<file path="config.mk">
export PLATFORM = sky130hd
export DESIGN_NAME = shift_scheduler
export DESIGN_NICKNAME = d
export VERILOG_FILES = /design/src/rtl/shift_pkg.sv /design/src/rtl/rr_arb2.sv /design/src/rtl/shift_scheduler.sv
export SDC_FILE = /design/constraint.sdc
export NUM_CORES = 1
export LEC_CHECK = 0
export CORE_MARGIN = 2
export CORE_UTILIZATION = 41
export CTS_CLUSTER_SIZE = 20
export DETAILED_ROUTE_END_ITERATION = 8
export PLACE_DENSITY_LB_ADDON = 0.2
export SLEW_MARGIN = 20
export SYNTH_ARGS = -nofsm -noshare
export SYNTH_HDL_FRONTEND = slang
export SYNTH_SLANG_ARGS = --single-unit
export TNS_END_PERCENT = 5
</file>
<file path="constraint.sdc">
create_clock -name clk -period 3.2 [get_ports clk]
set_input_delay 0.64 -clock clk [delete_from_list [all_inputs] [get_ports clk]]
set_output_delay 0.64 -clock clk [all_outputs]
set_load 0.1 [all_outputs]
</file>
<file path="src/rtl/shift_pkg.sv">
// Shared types, constants and helpers for the shift scheduler slice.
package shift_pkg;

    // Width of the binary shift amount carried by each request.
    localparam int unsigned AMT_W = 4;

    // Largest single-pass shift; matches the highest one-hot input of the shifter.
    localparam int unsigned MAX_STEP = 7;

    // Scheduler control states.
    typedef enum logic [1:0] {
        StIdle,
        StShift,
        StDone
    } state_e;

    // One-hot select for the external shifter: bit k closes the "shift by k" switch.
    function automatic logic [7:0] onehot8(input logic [2:0] step);
        return 8'h01 << step;
    endfunction

endpackage

</file>
<file path="src/rtl/rr_arb2.sv">
// Two-way round-robin arbiter: on contention the requester that did not win last time is chosen.
module rr_arb2 (
    input  logic valid0,
    input  logic valid1,
    input  logic last_id,
    output logic grant_valid,
    output logic grant_id
);

    // Pure combinational grant; the caller owns last_id and updates it on acceptance.
    always_comb begin
        grant_valid = valid0 | valid1;
        grant_id    = 1'b0;
        if (valid0 && valid1) begin
            grant_id = ~last_id;
        end else if (valid1) begin
            grant_id = 1'b1;
        end
    end

endmodule

</file>
<file path="src/rtl/shift_scheduler.sv">
// Shares one external 8-bit one-hot-amount shifter between two requesters. A request's
// binary amount is broken into passes of at most MAX_STEP positions, each pass result is
// fed back as the next pass input, and the final word is returned on a valid/ready channel.
module shift_scheduler #(
    parameter int unsigned AMT_W    = shift_pkg::AMT_W,
    parameter int unsigned MAX_STEP = shift_pkg::MAX_STEP
) (
    input  logic             clk,
    input  logic             rst,

    input  logic             req0_valid,
    input  logic [7:0]       req0_data,
    input  logic [AMT_W-1:0] req0_amt,
    output logic             req0_ready,

    input  logic             req1_valid,
    input  logic [7:0]       req1_data,
    input  logic [AMT_W-1:0] req1_amt,
    output logic             req1_ready,

    output logic             rsp_valid,
    output logic [7:0]       rsp_data,
    output logic             rsp_id,
    input  logic             rsp_ready,

    output logic [7:0]       sh_d,
    output logic [7:0]       sh_n,
    input  logic [7:0]       sh_w
);

    import shift_pkg::*;

    // Per-pass ceiling expressed in the amount's own width for compare and subtract.
    localparam logic [AMT_W-1:0] MaxStep = AMT_W'(MAX_STEP);

    state_e           state_q, state_d;
    logic [7:0]       work_q, work_d;
    logic [AMT_W-1:0] rem_q, rem_d;
    logic             id_q, id_d;
    logic             last_id_q, last_id_d;

    logic             grant_valid;
    logic             grant_id;
    logic [AMT_W-1:0] step;

    rr_arb2 u_arb (
        .valid0      (req0_valid),
        .valid1      (req1_valid),
        .last_id     (last_id_q),
        .grant_valid (grant_valid),
        .grant_id    (grant_id)
    );

    // Size of the pass applied this cycle: the whole remainder once it fits, else a full step.
    always_comb begin
        step = (rem_q > MaxStep) ? MaxStep : rem_q;
    end

    // Next-state and output decode; every output is quiet unless its state drives it.
    always_comb begin
        state_d    = state_q;
        work_d     = work_q;
        rem_d      = rem_q;
        id_d       = id_q;
        last_id_d  = last_id_q;
        req0_ready = 1'b0;
        req1_ready = 1'b0;
        rsp_valid  = 1'b0;
        rsp_data   = 8'h00;
        rsp_id     = 1'b0;
        sh_d       = 8'h00;
        sh_n       = 8'h00;

        unique case (state_q)
            StIdle: begin
                if (grant_valid) begin
                    req0_ready = ~grant_id;
                    req1_ready = grant_id;
                    work_d     = grant_id ? req1_data : req0_data;
                    rem_d      = grant_id ? req1_amt : req0_amt;
                    id_d       = grant_id;
                    last_id_d  = grant_id;
                    state_d    = StShift;
                end
            end

            StShift: begin
                // Amount 0 still makes one identity pass with sh_n = 8'h01.
                sh_d   = work_q;
                sh_n   = onehot8(step[2:0]);
                work_d = sh_w;
                rem_d  = rem_q - step;
                if (rem_q <= MaxStep) begin
                    state_d = StDone;
                end
            end

            StDone: begin
                // No acceptance here: the arbiter is only consulted from StIdle.
                rsp_valid = 1'b1;
                rsp_data  = work_q;
                rsp_id    = id_q;
                if (rsp_ready) begin
                    state_d = StIdle;
                end
            end

            default: begin
                state_d = StIdle;
            end
        endcase
    end

    // Control and datapath registers; reset drops any in-flight transaction.
    always_ff @(posedge clk or posedge rst) begin
        if (rst) begin
            state_q   <= StIdle;
            work_q    <= 8'h00;
            rem_q     <= '0;
            id_q      <= 1'b0;
            last_id_q <= 1'b1;
        end else begin
            state_q   <= state_d;
            work_q    <= work_d;
            rem_q     <= rem_d;
            id_q      <= id_d;
            last_id_q <= last_id_d;
        end
    end

endmodule

</file>
==> Yosys cells after proc, flatten, opt, wreduce, memory -nomap -nowiden <==
Cells that the tools add are included.
{ "totals": {"register_bits": 16, "input_bits": 37} }
{ "op_classes": {"addsub": 1, "magnitude_cmp": 2, "eq_ne": 5, "shifts": 1, "muxes": 22, "n_bitwise": 3, "n_reduce_logical": 6} }
{ "ops": {"columns": ["cell", "n"], "rows": [
  ["8-bit two-way mux", 5],
  ["8-bit case mux with 2 select lines", 1],
  ["4-bit two-way mux", 3],
  ["1-bit two-way mux", 8],
  ["4-bit case mux with 2 select lines", 1],
  ["1-bit by 3-bit left shift with 8-bit output, first input constant", 1],
  ["2-bit two-way mux", 3],
  ["2-bit inequality test, second input constant", 3],
  ["2-bit case mux with 3 select lines", 1],
  ["4-bit by 3-bit greater-than comparator with 1-bit output, second input constant", 1],
  ["4-bit by 3-bit less-or-equal comparator with 1-bit output, second input constant", 1],
  ["2-bit AND reduction", 2],
  ["4-bit subtractor", 1],
  ["3-bit AND reduction", 1],
  ["2-bit by 1-bit equality test with 1-bit output, second input constant", 1],
  ["2-bit equality test, second input constant", 1],
  ["2-bit zero test", 1],
  ["1-bit NOT", 2],
  ["2-bit nonzero test", 1],
  ["1-bit logical AND", 1],
  ["1-bit OR", 1]
]} }

==> Longest topological paths before layout <==
{ "depth": {"depth_word": 5, "mapped_depth": 6} }

==> Cells and area by module <==
From an unflattened synthesis, not the netlist that was laid out.
{ "unflattened": {"hier_cells": 133, "hier_area_um2": 1183.6} }
{ "by_module_without_submodules": {"columns": ["mod", "n_inst", "cells_per_inst", "area_per_inst_um2"], "rows": [
  ["shift_scheduler", 1, 131, 1169.9],
  ["rr_arb2", 1, 2, 13.8]
]} }

==> Worst setup path before layout <==
Ideal clock, no wire load.
{ "synth_path": {"kind": "reg2out", "startpoint": "register state_q[0]", "endpoint": "output port rsp_data[0]", "arrival_ns": 3.909, "slack_ns": -1.349, "path_stages_with_launch": 5, "path_buffers": 1, "cell_sequence": "dfrtp_1 -> buf_2 -> nor2b_1 -> clkinv_1 -> nor2_1"} }
{ "synth_via": {"elab_chain_len": 2} }
{ "synth_lines": {"columns": ["element", "line_no", "rtl"], "rows": [
  ["start: declaration", "shift_scheduler.sv:36", "state_e state_q, state_d;"],
  ["start signal: assignment", "shift_scheduler.sv:117", "state_q <= StIdle;"],
  ["start signal: assignment", "shift_scheduler.sv:123", "state_q <= state_d;"],
  ["2-bit equality test", "shift_scheduler.sv:74", "unique case (state_q)"],
  ["8-bit two-way mux", "shift_scheduler.sv:74", null],
  ["end: declaration", "shift_scheduler.sv:22", "output logic [7:0] rsp_data,"]
]} }
No other way between the ends.

==> Worst setup path after layout <==
{ "layout_path": {"startpoint": "register state_q[1]", "endpoint": "output port rsp_data[3]"} }
Same word-level chain as after synthesis.

==> results.ini <==
[run_status]
status=finished clean

[timing]
relSlewSlack_pct=58.4
report.final.slew_viol_count=0
fin_crit_ps=2580
grt_setup_unrepaired=false
clock_skew_ps=1.36
fin_setup_tns_ps=0
hold_viol_final=0
finalCritPeriodShare_pct=80.5
finalSetupViolations=0
clock.fmax_mhz=388
worst_pin_slew_ps=623

[critical_path]
ff2ff_setup_slack_ps=1440
cp-startpoint=state_q[1]
worstPathBufferInverterCount=2
worst-path-stages=4
cp-endpoint=rsp_data[3]
crit_fanout=9
r2r_cells=5
worstSetupPathType=flop to output port
start_kind=flop
cp.arrival_ps=1940
slowest_delay_ps=500
cp-end-kind=output port
crit_chain=nor2b_1 -> clkinv_1 -> nor2_2 -> buf_4
cp.required_ps=2560
timing.rr.end=rem_q[2]
critPathSlowestCell=dfrtp_1
timing.rr.start=rem_q[0]
path_delay_family=buffers and inverters

[logic_synthesis]
syn-num-nets=166
ys_ff_latch=16
synthesis.instances=128
synth_cell_type_count=41
synth_warnings=0
syn_area_um2=1160
synth-edff-count=0
ys_async_sr_fraction_pct=100
yosys_most_used_dff=dfrtp_1
synth-seq-area-share_pct=34.7
syn_area_per_cell_um2=9.05

[clock_tree]
h-tree-depth=1
cts_tree=done
clk_pin_slew_worst_paths_ps=90
cts-root-buf=clkbuf_4
cts_buffers=3
clock_latency_ps=280
cts_setup_buffers=0
clock_sinks=16
cts_resized=0
hold_buffers=0
clock_path_buffers=2

[global_route]
grt_pass1_vias=1191
grt_max_degree=20
antenna_found_initial=0
grt_usage_pct=20.4
grt_pass1_wl_um=5220
grt_overflow=0

[die]
rows=19
start_util_pct=42.8
die_w_um=57.2
fp.dieH_um=57.2
io_pins=65
die_area_um2=3270
core_area_um2=2710

[finish]
n_antenna_cell=0
area_growth_pct=58.7
drive_gt1_share_pct=29.3
n_fill_cell=240
nNetsFinal=230
multiInputGateArea_um2=678
regArea_um2=402

[detailed_routing]
ant_nets=0
drc=0
vias_per_cell=5.41
drtIter0Drc=36
drt-total-wl_um=3180
num_vias=1200
firstDrtPassIters=4
wire_per_inst_um=14.3

[placement]
place_hpwl_um=2420
gp_congestion=0.769
io_buffers=64

[worst_hold_path]
hp-class=flop to flop
hold_start=id_q

[run]
max_cap_violations=0

[metrics by stage]
stage | setup slack (ps) | hold WS, ps | instances | util (%) | instance area, um2
finish | 625 | 488 | 222 | 67.9 | 1840
global route | 514 | 521 | 222 | 67.9 | 1840
CTS | 610 | 492 | 222 | 67.9 | 1840
detailed placement | 697 | 467 | 218 | 66.5 | 1800
global placement | 753 | 470 | 218 | 66.5 | 1800
floorplan | -1120 | 441 | 128 | - | 1180
[layout by cell type, fill, tap and decap left out, types with 2 or more instances in the layout]
master,synthesis,layout
o31ai_1,2,2
buf_12,1,4
clkdlybuf4s50_1,0,36
mux2i_1,9,9
nor2_2,0,8
nand2_1,5,5
nor3_1,3,3
and2_1,2,2
inv_1,12,12
clkbuf_4,0,3
o2bb2ai_1,2,2
and4_1,2,2
nor2b_1,3,3
and3_1,2,2
nor2_1,29,21
nand2b_1,2,2
nor4_1,2,2
a21oi_1,2,2
a221oi_2,9,9
dfrtp_1,15,15
buf_4,1,26
[layer usage]
| metal | routed length, um | track usage [%] | share of wire (%) |
|---|---|---|---|
| met4 | 38 | 4.32 | 1.2 |
| met3 | 213 | 5.90 | 6.7 |
| met1 | 1330 | 25.4 | 42 |
| met2 | 1600 | 35.3 | 50 |
| met5 | 0 | 0 | 0 |
[kinds of logic after synthesis]
| family | count (synthesis) | share of synthesized area (%) |
|---|---|---|
| DFF | 16 | 34.7 |
| AOI/OAI and AO/OA | 23 | 21.6 |
| adders and majority gates | 1 | 1.08 |
| buffers and inverters | 20 | 9.07 |
| muxes | 10 | 8.75 |
| and+or+nand+nor | 58 | 24.8 |
[synthesized netlist by cell type (3+ instances only)]
master | count | area (um2)
dfrtp_1 | 15 | 375
inv_1 | 12 | 45.0
nor2b_1 | 3 | 18.8
a221oi_2 | 9 | 135
nand2_1 | 5 | 18.8
mux2i_1 | 9 | 90.1
nor2_1 | 29 | 109
nor3_1 | 3 | 15.0
[area by class of cell]
class                   instances  share of cell area, %
multi-input cells              92                   36.9
flip-flops and latches         16                   21.8
clock buffers                   4                   1.97
inverters                      13                   2.65
well taps                      31                   2.11
repair buffers                 66                   34.6
[state kept, by name, summed over array words and instances (netlist names)]
name	flops
last_id_q	1
rem_q	4
work_q	8
id_q	1
state_q	2
[worst reg2reg max path, cell delays in order (launching register included)]
cell,delay (ps)
dfrtp_1,470
nand2b_1,210
ha_1,220
or2_0,210
a311o_1,360
o31ai_1,200
[worst min-delay path by stage]
stage / cells past startpoint / slack (ps) / to
floorplan: 1 / 440 / id_q
global placement: 1 / 470 / id_q
detailed placement: 1 / 470 / id_q
CTS: 1 / 490 / id_q
global route: 1 / 520 / id_q
finish: 1 / 490 / id_q
Power is left out: the tool's default activity adds up to more than one toggle a clock period on the data nets, which glitch-free logic cannot reach.
